## src/rtl/imm_gen_stage.sv

```systemverilog
// Decode-stage immediate generator feeding a two-entry (head + skid) D->X pipeline register.
// in_ready is registered so backpressure from X never reaches decode combinationally.
module imm_gen_stage #(
   parameter int unsigned PC_W = 32
) (
   input  logic            clk,
   input  logic            reset,
   input  logic            in_valid,
   output logic            in_ready,
   input  logic [31:0]     in_inst,
   input  logic [PC_W-1:0] in_pc,
   input  logic [2:0]      in_imm_sel,
   input  logic            flush,
   output logic            out_valid,
   input  logic            out_ready,
   output logic [31:0]     out_inst,
   output logic [PC_W-1:0] out_pc,
   output logic [31:0]     out_imm
);

   typedef enum logic [2:0] {
      SEL_S     = 3'd0,
      SEL_B     = 3'd1,
      SEL_U     = 3'd2,
      SEL_JUMP  = 3'd3,
      SEL_I     = 3'd4,
      SEL_SHAMT = 3'd5,
      SEL_Z6    = 3'd6,
      SEL_Z7    = 3'd7
   } imm_sel_e;

   typedef struct packed {
      logic [31:0]     inst;
      logic [PC_W-1:0] pc;
      logic [31:0]     imm;
   } entry_t;

   imm_sel_e   sel;
   logic [31:0] imm_c;
   entry_t     in_entry;

   entry_t head_q, head_d;
   entry_t skid_q, skid_d;
   logic   head_valid_q, head_valid_d;
   logic   skid_valid_q, skid_valid_d;
   logic   in_ready_q, in_ready_d;

   logic   accept;
   logic   drain;

   assign sel = imm_sel_e'(in_imm_sel);

   always_comb begin
      imm_c = '0;
      unique case (sel)
         SEL_S:     imm_c = {{20{in_inst[31]}}, in_inst[31:25], in_inst[11:7]};
         SEL_B:     imm_c = {{19{in_inst[31]}}, in_inst[31], in_inst[7],
                             in_inst[30:25], in_inst[11:8], 1'b0};
         SEL_U:     imm_c = {in_inst[31:12], 12'b0};
         // JAL and JALR share a select; opcode bit 3 tells them apart
         SEL_JUMP:  imm_c = in_inst[3]
                         ? {{11{in_inst[31]}}, in_inst[31], in_inst[19:12],
                            in_inst[20], in_inst[30:21], 1'b0}
                         : {{20{in_inst[31]}}, in_inst[31:20]};
         SEL_I:     imm_c = {{20{in_inst[31]}}, in_inst[31:20]};
         SEL_SHAMT: imm_c = {27'b0, in_inst[24:20]};
         SEL_Z6,
         SEL_Z7:    imm_c = '0;
         default:   imm_c = '0;
      endcase
   end

   always_comb begin
      in_entry.inst = in_inst;
      in_entry.pc   = in_pc;
      in_entry.imm  = imm_c;
   end

   assign accept = in_valid && in_ready_q;
   assign drain  = head_valid_q && out_ready;

   always_comb begin
      head_d       = head_q;
      skid_d       = skid_q;
      head_valid_d = head_valid_q;
      skid_valid_d = skid_valid_q;

      if (flush) begin
         head_valid_d = 1'b0;
         skid_valid_d = 1'b0;
      end else begin
         if (drain) begin
            if (skid_valid_q) begin
               head_d       = skid_q;
               head_valid_d = 1'b1;
               skid_valid_d = 1'b0;
            end else if (accept) begin
               head_d       = in_entry;
               head_valid_d = 1'b1;
            end else begin
               head_valid_d = 1'b0;
            end
         end else if (!head_valid_q) begin
            if (accept) begin
               head_d       = in_entry;
               head_valid_d = 1'b1;
            end
         end else if (accept) begin
            // head is held, and accept implies the skid is empty
            skid_d       = in_entry;
            skid_valid_d = 1'b1;
         end
      end

      in_ready_d = !skid_valid_d;
   end

   always_ff @(posedge clk) begin
      if (reset) begin
         head_q       <= '0;
         skid_q       <= '0;
         head_valid_q <= 1'b0;
         skid_valid_q <= 1'b0;
         in_ready_q   <= 1'b0;
      end else begin
         head_q       <= head_d;
         skid_q       <= skid_d;
         head_valid_q <= head_valid_d;
         skid_valid_q <= skid_valid_d;
         in_ready_q   <= in_ready_d;
      end
   end

   assign in_ready  = in_ready_q;
   assign out_valid = head_valid_q;
   assign out_inst  = head_q.inst;
   assign out_pc    = head_q.pc;
   assign out_imm   = head_q.imm;

endmodule

```

## config.mk

```make
export PLATFORM = sky130hd
export DESIGN_NAME = imm_gen_stage
export DESIGN_NICKNAME = d
export VERILOG_FILES = /design/src/rtl/imm_gen_stage.sv
export SDC_FILE = /design/constraint.sdc
export NUM_CORES = 1
export LEC_CHECK = 0
export ABC_AREA = 1
export BUFFER_PORTS_ARGS = -buffer_cell sky130_fd_sc_hd__buf_2
export CAP_MARGIN = 20
export CORE_MARGIN = 2
export CORE_UTILIZATION = 45
export CTS_BUF_LIST = sky130_fd_sc_hd__clkbuf_2 sky130_fd_sc_hd__clkbuf_4 sky130_fd_sc_hd__clkbuf_8
export CTS_CLUSTER_DIAMETER = 200
export DETAILED_ROUTE_END_ITERATION = 10
export PLACE_DENSITY = 0.74
export SLEW_MARGIN = 30
export SYNTH_ARGS = -nofsm -noshare
export SYNTH_HDL_FRONTEND = slang
export SYNTH_SLANG_ARGS = --single-unit
```

## constraint.sdc

```tcl
create_clock -name clk -period 1.78 [get_ports clk]
set_input_delay 0.089 -clock clk [delete_from_list [all_inputs] [get_ports clk]]
set_output_delay 0.089 -clock clk [all_outputs]
set_load 0.03 [all_outputs]
```

==> flow_metrics.py <==
metrics = {
    "setup_path": {
        "worstSetupPathDepth": 7,
        "crit_required_ps": 2130,
        "critPathKind": "flop to flop",
        "slowest_stage": "nor2_1",
        "crit_fanout": 20,
        "setup.worst_path.end_class": "flop",
        "cp_top_family": "simple AND/OR/NAND/NOR gates",
        "crit_chain": "nand2_2 > inv_2 > nor2_2 > nand3_2 > buf_4 > nor2_1 > a211oi_1",
        "r2r_cells": 7,
        "reg2reg_slack_ps": 120,
        "max_stage_delay_ps": 390,
        "startpoint_type": "flop",
        "crit_arrival_ps": 2020,
        "critPathBufInv": 2,
    },
    "sta": {
        "clock.fmax_mhz": 600.9,
        "worst_pin_slew_ps": 473.3,
        "layout_min_cycle_time_ps": 1664,
        "rsz0062_at_grt": "false",
        "maxSlewHeadroom": 0.6824,
        "fin_tns_setup_ps": 0,
        "setup_viol": 0,
        "min_period_over_period": 0.9350,
        "final_max_slew_viol_count": 0,
        "fin_worst_skew_ps": 14.98,
        "hold_viol_final": 0,
    },
    "floorplanning": {
        "core_sq_mm": 0.01877,
        "die_h_um": 142.5,
        "io-pin-count": 170,
        "num_rows": 50,
        "die-area_sq_mm": 0.02029,
        "start_util": 0.4597,
        "die_w_um": 142.5,
    },
    "drt": {
        "top_layer": "met4",
        "wl_mm": 23.83,
        "drc": 0,
        "routed-via-count": 8674,
        "wl_met2_mm": 10.74,
        "wl_met1_mm": 11.10,
        "first_pass_iters": 5,
        "avgRoutedWirePerCell_um": 14.16,
        "vias_per_cell": 5.154,
        "drt_iter0_markers": 597,
        "drtAntennaViolNets": 0,
        "route.met3.wl_mm": 1.655,
    },
    "placed_design": {
        "place.detailed.hpwl_mm": 15.30,
        "portBuffers": 169,
        "placedCellCount": 1584,
        "place_congestion": 0.8858,
        "postPlaceCellArea_sq_mm": 0.009684,
    },
    "layout": {
        "drive_above_1_share": 0.1770,
        "syn2layout_area_growth_pct": 24.61,
        "final_area_sq_mm": 0.01075,
        "instances_no_fill": 1683,
        "num-nets-final": 1505,
    },
    "yosys": {
        "syn-num-nets": 1313,
        "ys_async_sr_fraction": 0,
        "yosysTopAreaCell": "dfxtp_1",
        "synth_ff_type": "dfxtp_1",
        "synth.top_cell.area_share": 0.4525,
        "synth_edf_count": 0,
        "ys_ff_latch": 195,
        "syn-cell-area_sq_mm": 0.008627,
        "ys_warn_count": 0,
        "avgSynthCellArea_sq_um": 6.952,
        "yosys-top-cells-area": "dfxtp_1 45%, o21ai_0 13%, nor2_1 9.2%",
        "seq_area_frac_synth": 0.4525,
        "synth.distinct_cells": 24,
        "syn_inst": 1241,
    },
    "global_route": {
        "grt_max_degree": 67,
        "grt_overflow": 0,
        "track_usage": 0.2277,
        "grt_pass1_wl_mm": 37.81,
        "grt_pass1_vias": 7846,
        "antenna_found_initial": 2,
    },
    "pwr": {
        "leakage_nw": 4.927,
        "power_mw": 8.736,
        "cellPowerDensity_mw_per_mm2": 812.6,
        "peakVddDrop_v": 0.0004424,
    },
    "worst_hold_path": {
        "hp-class": "input port to flop",
        "min_path_cells": 3,
    },
    "clocking": {
        "cts_buffers": 17,
        "htreeDepth": 4,
        "cts_tree": "yes",
        "clkLatencyLatePin_ps": 480,
        "cts.path.max_buffers": 2,
        "cts-root-buf": "clkbuf_8",
        "clock-sinks": 195,
        "clk_pin_slew_ps": 100,
    },
    "run": {
        "maxCapViolCount": 0,
    },
    "outcome": {
        "outcome": "finished clean",
    },
}
## cell usage in the layout (no fill, tap or decap), types with 3 or more instances in the layout
cell type / count
nand3_1: 55
diode_2: 3
a21oi_1: 107
inv_6: 4
inv_1: 103
dfxtp_1: 194
o21ai_0: 216
nand2_1: 182
buf_4: 23
a211oi_1: 7
buf_2: 169
or2_2: 6
o211ai_1: 21
nand4_1: 20
clkbuf_8: 19
nor2_1: 212
nor2_2: 3
clkinv_2: 3
dlygate4sd3_1: 63
inv_2: 3
o21ai_1: 6
buf_12: 8
## where the power goes
group	switching, mW	internal (mW)
Clock	1.68	1.23
Combinational	0.807	0.459
Sequential	0.0706	4.49
Total	2.56	6.18
## logic make-up after synthesis
group / count (synthesis) / share of synthesized area
AOI/OAI and AO/OA: 359 / 0.2168
buffers and inverters: 201 / 0.09920
DFF: 195 / 0.4525
and+or+nand+nor: 486 / 0.2315
## layer usage
metal  up-vias  GRT usage
met1      3897     0.3075
met5         -          0
li1       4440          -
met2       309     0.3692
met3        28    0.04946
met4         0    0.06201
## final timing paths
path                      startpoint                      end
max             out_valid$_SDFF_PP0_   skid_q[5]$_SDFFE_PP0P_
min                      in_inst[31]  skid_q[95]$_SDFFE_PP0P_
max reg2reg     out_valid$_SDFF_PP0_   skid_q[5]$_SDFFE_PP0P_
min reg2reg  skid_q[89]$_SDFFE_PP0P_  skid_q[89]$_SDFFE_PP0P_
## through the flow
step / worst slack [ps] / utilization / hold slack, ps
global route: 8.546 / 0.5724 / 50.72
finish: 115.7 / 0.5728 / 31.90
detailed placement: 110.3 / 0.5160 / 344.3
global placement: 166.7 / 0.5160 / 338.9
CTS: 68.88 / 0.5704 / 0.7224
floorplan: 117.3 / - / 167.5
## worst register-to-register path, delay by kind of cell (launching register included)
| family | cells | cell delay (ps) |
|---|---|---|
| DFF | 1 | 370 |
| AOI/OAI and AO/OA | 1 | 100 |
| and+or+nand+nor | 4 | 770 |
| buffers and inverters | 2 | 300 |
## synthesized netlist by cell type, types with 4 or more instances
cell      instances
inv_1           104
o21ai_1           6
o21ai_0         216
inv_2             4
nand3_1          55
a211oi_1          7
clkbuf_1         51
nor2_1          212
buf_6             7
nor2_2            4
o211ai_1         21
or2_2             6
dfxtp_1         195
nand4_1          20
nand2_1         182
buf_2            33
a21oi_1         107
## final cells by class
type	count	area [sq um]
fill	1828	8018
inverter	108	409.1
clock buffer	20	269.0
tap	234	292.8
sequential	195	3905
antenna	3	7.507
timing repair buffer	266	1873
multi-input combinational	845	3872
clock inverter	12	121.4
## sequential cells by signal, summed over array words and instances, names as in the netlist
signal        flops
skid_valid_q      1
in_ready          1
skid_q           96
out_valid         1
out_pc           32
out_imm          32
out_inst         32
## timing repair
item                                    in CTS  in global routing
resized for setup                            0                  3
hold buffers                                63                  0
setup buffers                                0                  0
endpoints found under the setup margin       0                 49
endpoints found under the hold margin       64                  0
Power figures use the tool's default switching activity.
